**src/rtl/core_sequencer_if.sv**
```systemverilog
// Host/array-facing bundle for core_sequencer.
// Handshake: the host holds start high for one cycle while the sequencer is
// idle (busy==0), with the pass parameters stable in that cycle. The sequencer
// raises busy the following cycle and keeps it high until the one-cycle done
// pulse, during which busy is already low. ofifo_valid is a level; every
// ofifo_rd pulse pops one OFIFO row, and only follows a cycle in which
// ofifo_valid was sampled high.
interface core_sequencer_if #(
    parameter int addr_bw = 11,
    parameter int kij_bw  = 4,
    parameter int nij_bw  = 11
) ();
    logic               start;
    logic               mode;
    logic [kij_bw-1:0]  num_kij;
    logic [nij_bw-1:0]  num_nij;
    logic [addr_bw-1:0] w_base;
    logic [addr_bw-1:0] x_base;
    logic [addr_bw-1:0] p_base;
    logic               ofifo_valid;

    logic               busy;
    logic               done;
    logic               xmem_cen;
    logic               xmem_wen;
    logic [addr_bw-1:0] xmem_addr;
    logic               l0_wr;
    logic               ififo_wr;
    logic               load;
    logic               execute;
    logic               ofifo_rd;
    logic               psum_cen;
    logic               psum_wen;
    logic [addr_bw-1:0] psum_addr;
    logic [kij_bw-1:0]  kij_idx;
    logic [2:0]         dbg_state;

    modport master (
        output start, mode, num_kij, num_nij, w_base, x_base, p_base, ofifo_valid,
        input  busy, done, xmem_cen, xmem_wen, xmem_addr, l0_wr, ififo_wr, load,
               execute, ofifo_rd, psum_cen, psum_wen, psum_addr, kij_idx, dbg_state
    );

    modport slave (
        input  start, mode, num_kij, num_nij, w_base, x_base, p_base, ofifo_valid,
        output busy, done, xmem_cen, xmem_wen, xmem_addr, l0_wr, ififo_wr, load,
               execute, ofifo_rd, psum_cen, psum_wen, psum_addr, kij_idx, dbg_state
    );
endinterface

```
**src/rtl/core_sequencer.sv**
```systemverilog
// Convolution-pass sequencer for the 2D array core. Walks weight load, PE
// load, activation streaming, execute and OFIFO drain for every kernel
// position, in weight-stationary (mode 0) or output-stationary (mode 1) order.
// All outputs come straight from flops; XMem-consuming strobes trail the
// matching read enable by one cycle to cover the SRAM read latency.
module core_sequencer #(
    parameter int row     = 8,
    parameter int col     = 8,
    parameter int addr_bw = 11,
    parameter int kij_bw  = 4,
    parameter int nij_bw  = 11
) (
    input  logic             clk,
    input  logic             reset,
    core_sequencer_if.slave  bus
);

    // Counter width covers num_nij + row + col execute cycles.
    localparam int CW = nij_bw + 2;

    typedef enum logic [2:0] {
        S_IDLE    = 3'd0,
        S_LOAD_W  = 3'd1,
        S_LOAD_PE = 3'd2,
        S_EXEC_X  = 3'd3,
        S_EXEC    = 3'd4,
        S_DRAIN   = 3'd5,
        S_FIN     = 3'd6
    } state_t;

    state_t             state_q;
    logic               mode_q;
    logic [kij_bw-1:0]  num_kij_q;
    logic [nij_bw-1:0]  num_nij_q;
    logic [addr_bw-1:0] x_base_q;
    logic [addr_bw-1:0] w_ptr_q;      // next weight address, runs across kij
    logic [addr_bw-1:0] p_kbase_q;    // PSUM base of the current kij block
    logic [kij_bw-1:0]  k_q;
    logic [CW-1:0]      cnt_q;
    logic [CW-1:0]      rd_cnt_q;
    logic [CW-1:0]      wr_cnt_q;
    logic               xdest_q;      // 1: in-flight XMem read targets IFIFO

    logic               busy_q;
    logic               done_q;
    logic               xmem_cen_q;
    logic [addr_bw-1:0] xmem_addr_q;
    logic               l0_wr_q;
    logic               ififo_wr_q;
    logic               load_q;
    logic               execute_q;
    logic               ofifo_rd_q;
    logic               psum_cen_q;
    logic               psum_wen_q;
    logic [addr_bw-1:0] psum_addr_q;

    logic               last_kij_d;
    logic [CW-1:0]      drain_tgt_d;
    logic [CW-1:0]      exec_last_d;
    logic [CW-1:0]      nij_last_d;

    assign last_kij_d  = (k_q == num_kij_q - kij_bw'(1));
    assign drain_tgt_d = mode_q ? CW'(row) : CW'(num_nij_q);
    assign exec_last_d = CW'(num_nij_q) + CW'(row + col - 1);
    assign nij_last_d  = CW'(num_nij_q) - CW'(1);

    // Sequencer FSM with all control outputs registered alongside the state.
    always_ff @(posedge clk) begin
        if (!reset) begin
            state_q     <= S_IDLE;
            mode_q      <= 1'b0;
            num_kij_q   <= '0;
            num_nij_q   <= '0;
            x_base_q    <= '0;
            w_ptr_q     <= '0;
            p_kbase_q   <= '0;
            k_q         <= '0;
            cnt_q       <= '0;
            rd_cnt_q    <= '0;
            wr_cnt_q    <= '0;
            xdest_q     <= 1'b0;
            busy_q      <= 1'b0;
            done_q      <= 1'b0;
            xmem_cen_q  <= 1'b1;
            xmem_addr_q <= '0;
            l0_wr_q     <= 1'b0;
            ififo_wr_q  <= 1'b0;
            load_q      <= 1'b0;
            execute_q   <= 1'b0;
            ofifo_rd_q  <= 1'b0;
            psum_cen_q  <= 1'b1;
            psum_wen_q  <= 1'b1;
            psum_addr_q <= '0;
        end else begin
            done_q     <= 1'b0;
            xmem_cen_q <= 1'b1;
            load_q     <= 1'b0;
            execute_q  <= 1'b0;
            ofifo_rd_q <= 1'b0;
            psum_cen_q <= 1'b1;
            psum_wen_q <= 1'b1;
            // XMem Q is valid the cycle after the enable; steer it by target.
            l0_wr_q    <= ~xmem_cen_q & ~xdest_q;
            ififo_wr_q <= ~xmem_cen_q &  xdest_q;
            // Each OFIFO pop is written to PSUM on the following cycle.
            if (ofifo_rd_q) begin
                psum_cen_q  <= 1'b0;
                psum_wen_q  <= 1'b0;
                psum_addr_q <= p_kbase_q + addr_bw'(wr_cnt_q);
                wr_cnt_q    <= wr_cnt_q + CW'(1);
            end

            case (state_q)
                S_IDLE: begin
                    if (bus.start) begin
                        mode_q    <= bus.mode;
                        num_kij_q <= bus.num_kij;
                        num_nij_q <= bus.num_nij;
                        x_base_q  <= bus.x_base;
                        w_ptr_q   <= bus.w_base;
                        p_kbase_q <= bus.p_base;
                        k_q       <= '0;
                        cnt_q     <= '0;
                        busy_q    <= 1'b1;
                        if (bus.num_kij == '0 || bus.num_nij == '0)
                            state_q <= S_FIN;
                        else
                            state_q <= S_LOAD_W;
                    end
                end
                S_LOAD_W: begin
                    xmem_cen_q  <= 1'b0;
                    xmem_addr_q <= w_ptr_q;
                    xdest_q     <= mode_q;
                    w_ptr_q     <= w_ptr_q + addr_bw'(1);
                    if (cnt_q == CW'(col - 1)) begin
                        cnt_q   <= '0;
                        state_q <= mode_q ? S_EXEC_X : S_LOAD_PE;
                    end else begin
                        cnt_q <= cnt_q + CW'(1);
                    end
                end
                S_LOAD_PE: begin
                    load_q <= 1'b1;
                    if (cnt_q == CW'(row + col - 1)) begin
                        cnt_q   <= '0;
                        state_q <= S_EXEC_X;
                    end else begin
                        cnt_q <= cnt_q + CW'(1);
                    end
                end
                S_EXEC_X: begin
                    xmem_cen_q  <= 1'b0;
                    xmem_addr_q <= x_base_q + addr_bw'(cnt_q);
                    xdest_q     <= 1'b0;
                    if (cnt_q == nij_last_d) begin
                        cnt_q   <= '0;
                        state_q <= S_EXEC;
                    end else begin
                        cnt_q <= cnt_q + CW'(1);
                    end
                end
                S_EXEC: begin
                    execute_q <= 1'b1;
                    if (cnt_q == exec_last_d) begin
                        cnt_q <= '0;
                        if (mode_q && !last_kij_d) begin
                            k_q     <= k_q + kij_bw'(1);
                            state_q <= S_LOAD_W;
                        end else begin
                            rd_cnt_q <= '0;
                            wr_cnt_q <= '0;
                            state_q  <= S_DRAIN;
                        end
                    end else begin
                        cnt_q <= cnt_q + CW'(1);
                    end
                end
                S_DRAIN: begin
                    if (bus.ofifo_valid && rd_cnt_q < drain_tgt_d) begin
                        ofifo_rd_q <= 1'b1;
                        rd_cnt_q   <= rd_cnt_q + CW'(1);
                    end
                    // Leave on the edge that issues the final PSUM write.
                    if (ofifo_rd_q && wr_cnt_q == drain_tgt_d - CW'(1)) begin
                        if (!mode_q && !last_kij_d) begin
                            k_q       <= k_q + kij_bw'(1);
                            p_kbase_q <= p_kbase_q + addr_bw'(num_nij_q);
                            state_q   <= S_LOAD_W;
                        end else begin
                            state_q <= S_FIN;
                        end
                    end
                end
                S_FIN: begin
                    done_q  <= 1'b1;
                    busy_q  <= 1'b0;
                    state_q <= S_IDLE;
                end
                default: state_q <= S_IDLE;
            endcase
        end
    end

    assign bus.busy      = busy_q;
    assign bus.done      = done_q;
    assign bus.xmem_cen  = xmem_cen_q;
    assign bus.xmem_wen  = 1'b1;
    assign bus.xmem_addr = xmem_addr_q;
    assign bus.l0_wr     = l0_wr_q;
    assign bus.ififo_wr  = ififo_wr_q;
    assign bus.load      = load_q;
    assign bus.execute   = execute_q;
    assign bus.ofifo_rd  = ofifo_rd_q;
    assign bus.psum_cen  = psum_cen_q;
    assign bus.psum_wen  = psum_wen_q;
    assign bus.psum_addr = psum_addr_q;
    assign bus.kij_idx   = k_q;
    assign bus.dbg_state = state_q;

endmodule

```
**src/flat_wrapper.sv**
```systemverilog
// flat-port wrapper written by rule: the top's interface ports become plain ports
module core_sequencer_flat 
#(
    parameter int row     = 8,
    parameter int col     = 8,
    parameter int addr_bw = 11,
    parameter int kij_bw  = 4,
    parameter int nij_bw  = 11
)
  (clk, reset, bus_start, bus_mode, bus_num_kij, bus_num_nij, bus_w_base, bus_x_base, bus_p_base, bus_ofifo_valid, bus_busy, bus_done, bus_xmem_cen, bus_xmem_wen, bus_xmem_addr, bus_l0_wr, bus_ififo_wr, bus_load, bus_execute, bus_ofifo_rd, bus_psum_cen, bus_psum_wen, bus_psum_addr, bus_kij_idx, bus_dbg_state);
  core_sequencer_if #(.addr_bw(addr_bw), .kij_bw(kij_bw), .nij_bw(nij_bw)) bus_i ();
  input  logic clk;
  input  logic reset;
  input wire logic [$bits(bus_i.start)-1:0] bus_start;
  input wire logic [$bits(bus_i.mode)-1:0] bus_mode;
  input wire logic [$bits(bus_i.num_kij)-1:0] bus_num_kij;
  input wire logic [$bits(bus_i.num_nij)-1:0] bus_num_nij;
  input wire logic [$bits(bus_i.w_base)-1:0] bus_w_base;
  input wire logic [$bits(bus_i.x_base)-1:0] bus_x_base;
  input wire logic [$bits(bus_i.p_base)-1:0] bus_p_base;
  input wire logic [$bits(bus_i.ofifo_valid)-1:0] bus_ofifo_valid;
  output wire logic [$bits(bus_i.busy)-1:0] bus_busy;
  output wire logic [$bits(bus_i.done)-1:0] bus_done;
  output wire logic [$bits(bus_i.xmem_cen)-1:0] bus_xmem_cen;
  output wire logic [$bits(bus_i.xmem_wen)-1:0] bus_xmem_wen;
  output wire logic [$bits(bus_i.xmem_addr)-1:0] bus_xmem_addr;
  output wire logic [$bits(bus_i.l0_wr)-1:0] bus_l0_wr;
  output wire logic [$bits(bus_i.ififo_wr)-1:0] bus_ififo_wr;
  output wire logic [$bits(bus_i.load)-1:0] bus_load;
  output wire logic [$bits(bus_i.execute)-1:0] bus_execute;
  output wire logic [$bits(bus_i.ofifo_rd)-1:0] bus_ofifo_rd;
  output wire logic [$bits(bus_i.psum_cen)-1:0] bus_psum_cen;
  output wire logic [$bits(bus_i.psum_wen)-1:0] bus_psum_wen;
  output wire logic [$bits(bus_i.psum_addr)-1:0] bus_psum_addr;
  output wire logic [$bits(bus_i.kij_idx)-1:0] bus_kij_idx;
  output wire logic [$bits(bus_i.dbg_state)-1:0] bus_dbg_state;
  assign bus_i.start = bus_start;
  assign bus_i.mode = bus_mode;
  assign bus_i.num_kij = bus_num_kij;
  assign bus_i.num_nij = bus_num_nij;
  assign bus_i.w_base = bus_w_base;
  assign bus_i.x_base = bus_x_base;
  assign bus_i.p_base = bus_p_base;
  assign bus_i.ofifo_valid = bus_ofifo_valid;
  assign bus_busy = bus_i.busy;
  assign bus_done = bus_i.done;
  assign bus_xmem_cen = bus_i.xmem_cen;
  assign bus_xmem_wen = bus_i.xmem_wen;
  assign bus_xmem_addr = bus_i.xmem_addr;
  assign bus_l0_wr = bus_i.l0_wr;
  assign bus_ififo_wr = bus_i.ififo_wr;
  assign bus_load = bus_i.load;
  assign bus_execute = bus_i.execute;
  assign bus_ofifo_rd = bus_i.ofifo_rd;
  assign bus_psum_cen = bus_i.psum_cen;
  assign bus_psum_wen = bus_i.psum_wen;
  assign bus_psum_addr = bus_i.psum_addr;
  assign bus_kij_idx = bus_i.kij_idx;
  assign bus_dbg_state = bus_i.dbg_state;
  core_sequencer #(.row(row), .col(col), .addr_bw(addr_bw), .kij_bw(kij_bw), .nij_bw(nij_bw)) u_core (.clk(clk), .reset(reset), .bus(bus_i));
endmodule
```
**config.mk**
```make
export PLATFORM = sky130hd
export DESIGN_NAME = core_sequencer_flat
export DESIGN_NICKNAME = d
export VERILOG_FILES = /design/src/rtl/core_sequencer_if.sv /design/src/rtl/core_sequencer.sv /design/src/flat_wrapper.sv
export SDC_FILE = /design/constraint.sdc
export NUM_CORES = 1
export LEC_CHECK = 0
export ABC_AREA = 1
export ABC_CLOCK_PERIOD_IN_PS = 5400
export CAP_MARGIN = 20
export CORE_ASPECT_RATIO = 0.5
export CORE_UTILIZATION = 62
export DETAILED_ROUTE_END_ITERATION = 7
export PLACE_DENSITY_LB_ADDON = 0.12
export SYNTH_ARGS = -nofsm -noshare
export SYNTH_HDL_FRONTEND = slang
export SYNTH_SLANG_ARGS = --single-unit
```
**constraint.sdc**
```tcl
create_clock -name clk -period 5.4 [get_ports clk]
set_input_delay 0.54 -clock clk [delete_from_list [all_inputs] [get_ports clk]]
set_output_delay 0.54 -clock clk [all_outputs]
set_load 0.03 [all_outputs]
```
**Word-level counts from Yosys, hierarchy flattened**

Cells that the tools add are included.

- Register bits: 127
- Bits in latches: 0
- Bits in writable memories: 0
- Bits in read-only memories: 0
- Output and inout port bits: 40
- Logic and storage cells: 137
- Memories: 0

- Add/subtract/negate cells: 12
- $mul: 0
- Div/mod/pow operators: 0
- Magnitude comparators: 1
- Equal/unequal tests: 22
- Shifts and indexed selects: 0
- Multiplexer cells: 48
- Bitwise operators: 4
- Reduce and logical (&&, ||, !) cells: 27

Operators with widths:

| cell | count |
|---|---|
| 2-to-1 mux 13 bit | 12 |
| one-hot mux 11 bit (2 select lines) | 3 |
| one-hot mux 13 bit (5 select lines) | 1 |
| 2-to-1 mux 11 bit | 5 |
| adder 13 x 1 -> 13 bit (second input constant) | 3 |
| equality test 13 bit | 3 |
| adder 11 bit | 3 |
| 2-to-1 mux 3 bit | 9 |
| one-hot mux 13 bit (2 select lines) | 1 |
| 2-to-1 mux 4 bit | 5 |
| one-hot mux 3 bit (6 select lines) | 1 |
| inequality test 2 x 1 -> 1 bit (second input constant) | 8 |
| equality test 13 x 3 -> 1 bit (second input constant) | 1 |
| equality test 13 x 4 -> 1 bit (second input constant) | 1 |
| < comparator 13 bit | 1 |
| subtractor 13 x 1 -> 13 bit (second input constant) | 1 |
| adder 11 x 4 -> 12 bit (second input constant) | 1 |
| one-hot mux 4 bit (3 select lines) | 1 |
| AND reduction 6 bit | 2 |
| subtractor 11 x 1 -> 12 bit (second input constant) | 1 |
| adder 11 x 1 -> 11 bit (second input constant) | 1 |
| logical NOT 11 bit | 1 |
| AND reduction 2 bit | 5 |
| nonzero test 2 bit | 5 |
| 20 further kinds | 39 |

**Depth between registers and ports, before layout**

- Word-level depth: 7
- Mapped depth: 20
- Depth with buffers taken out: 19

**Worst setup path before layout**

OpenSTA, ideal clock, no wires.

- Kind: reg2reg
- Start point: register u_core.mode_q
- End point: register u_core.p_kbase_q[5]
- Setup time: 113 ps
- Arrival time: 2,228 ps
- Required time: 5,287 ps
- Path slack: 3,059 ps
- Cell stages (with the launch flop): 19
- Buffers on the path: 2
- Clock period less this slack: 2,341 ps
- Cells stage by stage: dfxtp_1 > inv_2 > clkbuf_1 > nand2_1 > ha_1 > or2_2 > nand3_1 > nand2_1 > nor2_1 > nand2_1 > nor2_1 > nand2_1 > nor2_2 > nand3_1 > nand2_1 > nand2_2 > buf_6 > o21ai_1 > nor2_1

- Cells in the longest elaborated chain, start to end: 6

Ends and longest elaborated chain:

| element | line | source |
|---|---|---|
| start: declaration | core_sequencer.sv:32 | `logic mode_q;` |
| start signal: assignment | core_sequencer.sv:116 | `mode_q <= bus.mode;` |
| 2-to-1 mux 11 bit | core_sequencer.sv:63 | `assign drain_tgt_d = mode_q ? CW'(row) : CW'(num_nij_q);` |
| subtractor 13 x 1 -> 13 bit | core_sequencer.sv:185 | `if (ofifo_rd_q && wr_cnt_q == drain_tgt_d - CW'(1)) begin` |
| equality test 13 bit | core_sequencer.sv:185 |  |
| logical AND 1 bit | core_sequencer.sv:185 |  |
| inequality test 2 x 1 -> 1 bit (no source line) | -- |  |
| AND reduction 4 bit (no source line) * | -- |  |
| end signal: assignment | core_sequencer.sv:121 | `p_kbase_q <= bus.p_base;` |
| end signal: assignment | core_sequencer.sv:188 | `p_kbase_q <= p_kbase_q + addr_bw'(num_nij_q);` |
| end: declaration | core_sequencer.sv:37 | `logic [addr_bw-1:0] p_kbase_q;` |

Mark *: on every way between the ends. The rest lies on a longest branch, timed or not.
A chain may end at the register's enable or synchronous reset.

**Final worst setup path**

- Start point: register u_core.state_q[0] (netlist: u_core.bus.dbg_state[0])
- End point: register u_core.state_q[1] (netlist: u_core.bus.dbg_state[1])

- Cells in the longest elaborated chain, start to end: 3

Ends and longest elaborated chain:

| element | line | source |
|---|---|---|
| start: declaration | core_sequencer.sv:31 | `state_t state_q;` |
| start signal: assignment | core_sequencer.sv:138 | `state_q <= mode_q ? S_EXEC_X : S_LOAD_PE;` |
| equality test 3 x 2 -> 1 bit (tied with other cells) | core_sequencer.sv:113 | `case (state_q)` |
| inequality test 2 x 1 -> 1 bit (no source line) / inequality test 2 bit (equally long branches) | -- |  |
| AND reduction 6 bit (no source line) | -- |  |

Several ways; a longest one is shown, not always the timed one.

==> metrics.md <==
| Metric | Value |
|---|---|
| CTS Buf Count | 17 |
| Via count | 9185 |
| IO Port Bufs | 91 |
| Relative slew slack | 44.03% |
| Fin cells | 1586 |
| Synth unique cells | 50 |
| PwrDens | 450.3 mW/mm² |
| Post CTS Setup Buffer Count | 0 |
| Drt via density | 5.791 |
| Minimum clock period | 3.169 ns |
| I/O Pins | 93 |
| Vias in the first global route | 8337 |
| First-pass GRT wire length | 40280 µm |
| Post-DRT Antenna Nets | 0 |
| Ys async rst share | 0% |
| Most frequent cell after synthesis | nand2_1 |
| Drt first pass iters | 6 |
| Global-route usage over all layers | 35.57% |
| Layout cells sized above 1 | 5.500% |
| DP HPWL | 18340 µm |
| Leak Pwr | 4.453 nW |
| Post-synth top flop | dfxtp_1 |
| Reg-to-Reg Start | u_core.bus.dbg_state[0] |
| Mapped Area | 0.008589 mm² |
| Placed insts | 1554 |
| Skew final | 0.009175 ns |
| Slew Limit Fails | 0 |
| Core area | 0.01310 mm² |
| Maximum VDD drop | 0.3129 mV |
| Die area | 0.01436 mm² |
| Status | finished, final reports clean |
| Final #Nets | 1491 |
| Starting Density | 65.57% |
| Fin area | 0.01014 mm² |
| Reg clk slew, reported paths | 0.06 ns |
| EDFF count, synth | 0 |
| CTS resizes | 0 |
| Initial DRC count | 957 |
| CTS tree | done |
| Power Total | 4.568 mW |
| Max FO, Critical Path | 21 |
| Number of max-cap violations | 0 |
| Site row count | 29 |
| Worst skew pair latency | 0.43 ns |
| Final worst-path cycle share | 58.68% |
| Worst slew pin tran | 0.8386 ns |
| Synth area leaders | dfxtp_1 30%, nand2_1 12%, nor2_1 8.4%, ha_1 7.0%, inv_1 6.2% |
| Most instantiated cells after synthesis | 279 x nand2_1, 193 x nor2_1, 142 x inv_1, 127 x dfxtp_1, 98 x nand3_1 |
| H-tree Lvls | 4 |
| Cells after Synth | 1317 |
| FF-to-FF path depth | 11 |
| Initial antenna violation count | 0 |
| Clk sinks | 127 |
| Post-route DRC | 0 |
| Synth Register Bits | 127 |
| Worst R2R Setup Slack | 2.23 ns |
| Wirelength per Cell | 15.92 µm |
| Area Growth Syn to Fin | 18.11% |
| Kind of critical path | flip-flop to flip-flop |
| Setup TNS Final | 0 ns |
| Synth area leader | dfxtp_1 |
| Arr. time, crit path | 3.49 ns |
| N_diodes | 0 |
| Die Ht | 85.23 µm |
| Hold Violations, Final | 0 |
| Clock Path Buffers | 2 |
| Net Count, Synth | 1421 |
| CP Launch Type | flip-flop |
| Final setup vio count | 0 |
| Synthesis Warnings | 0 |
| CTS Hold Bufs | 0 |
| Post-synth top area share | 29.60% |
| Die Wd | 168.5 µm |
| Worst Min Path Start | u_core.bus.xmem_cen |
| DP Area | 0.009543 mm² |
| CP Data Required Time | 5.72 ns |
| Largest net degree at the start of global routing | 66 |
| Post-Route WL | 25250 µm |
| GR Overflow Total | 0 |
| CTS root buffer | clkbuf_16 |
| Worst Setup End Kind | flip-flop |
| Sequential area share after synthesis | 29.60% |
| Syn_area_per_cell | 6.522 µm² |
| CP Launch Point | u_core.bus.dbg_state[0] |
| Unrepaired setup endpoints after global routing | no |
| Hold/Removal Path Class | flip-flop to flip-flop |
| Number of cells on the worst hold path | 1 |
| Max Clk Rate | 315.6 MHz |
| GPL Wtd Cong | 0.9909 |
layer usage:
| layer | up-vias | GRT usage [%] | part of all wire [%] |
|---|---|---|---|
| li1 | 4460 | - | - |
| met1 | 4194 | 45.59 | 43 |
| met2 | 465 | 58.85 | 46 |
| met3 | 66 | 7.463 | 9.1 |
| met4 | 0 | 14.55 | 2.6 |
| met5 | - | 0 | 0 |
where the power goes:
part / switching, mW / internal, mW / total, mW
Sequential: 0.244 / 1.12 / 1.36
Clock: 0.488 / 0.695 / 1.18
Combinational: 1.31 / 0.717 / 2.02
Total: 2.04 / 2.53 / 4.57
per-stage QoR:
stage	util, %	setup WS, ns	hold WS [ns]
2_1_floorplan	-	3.059	0.4168
3_3_place_gp	72.85	2.497	0.4515
3_5_place_dp	72.85	2.408	0.4492
4_1_cts	77.45	2.358	0.4591
5_1_grt	77.45	1.981	0.4902
6_report	77.45	2.231	0.4558
sequential cells by signal, indices dropped and copies added, names as in the netlist, 3 cells and up:
| signal | count |
|---|---|
| u_core.num_nij_q | 11 |
| u_core.wr_cnt_q | 13 |
| u_core.bus.dbg_state | 3 |
| u_core.num_kij_q | 4 |
| u_core.bus.kij_idx | 4 |
| u_core.rd_cnt_q | 13 |
| u_core.bus.xmem_addr | 11 |
| u_core.p_kbase_q | 11 |
| u_core.x_base_q | 11 |
| u_core.bus.psum_addr | 11 |
| u_core.cnt_q | 13 |
| u_core.w_ptr_q | 11 |
cell type report:
type / instances / area, µm²
multi-input cells: 995 / 5258
fillers: 1011 / 2954
flip-flops and latches: 127 / 2542
repair buffers: 97 / 950.9
inverters: 149 / 559.3
clock buffers: 17 / 425.4
well taps: 186 / 232.7
clock inverters: 15 / 176.4
cell usage in the layout (no fill, tap or decap), types with 9 or more instances in the layout:
master and instances:
inv_1 142, ha_1 48, nor3_1 25, xnor2_1 14, a21oi_1 91, o211ai_1 9
clkbuf_16 17, clkdlybuf4s50_1 90, nand2_1 279, nand2_2 9, dfxtp_1 127, o21ai_0 83
a31oi_1 9, nor2_1 193, nand3_1 98, xor2_1 36, nand4_1 16
kinds of logic after synthesis:
kind of cell	share of synthesized area (%)
simple gates	33.12
compound gates	15.25
buf+inv	9.192
flops	29.60
fa+ha+maj	7.691
xor+xnor	5.098
other cells	0.04366
worst max-delay path: stages (launching register included):
cell and delay (ns):
dfxtp_1 0.39, inv_1 0.09, nor2_1 0.14, inv_1 0.24, nor2_2 0.60, inv_1 0.50, o21ai_0 0.27, inv_1 0.07
nand3_1 0.42, nor2_1 0.15, nor2_1 0.13, nor2_1 0.06
final timing paths:
path,end
setup / recovery,u_core.bus.dbg_state[1]
hold / removal,u_core.bus.l0_wr
setup reg to reg,u_core.bus.dbg_state[1]
hold reg to reg,u_core.bus.l0_wr
Power figures use the tool's default switching activity.
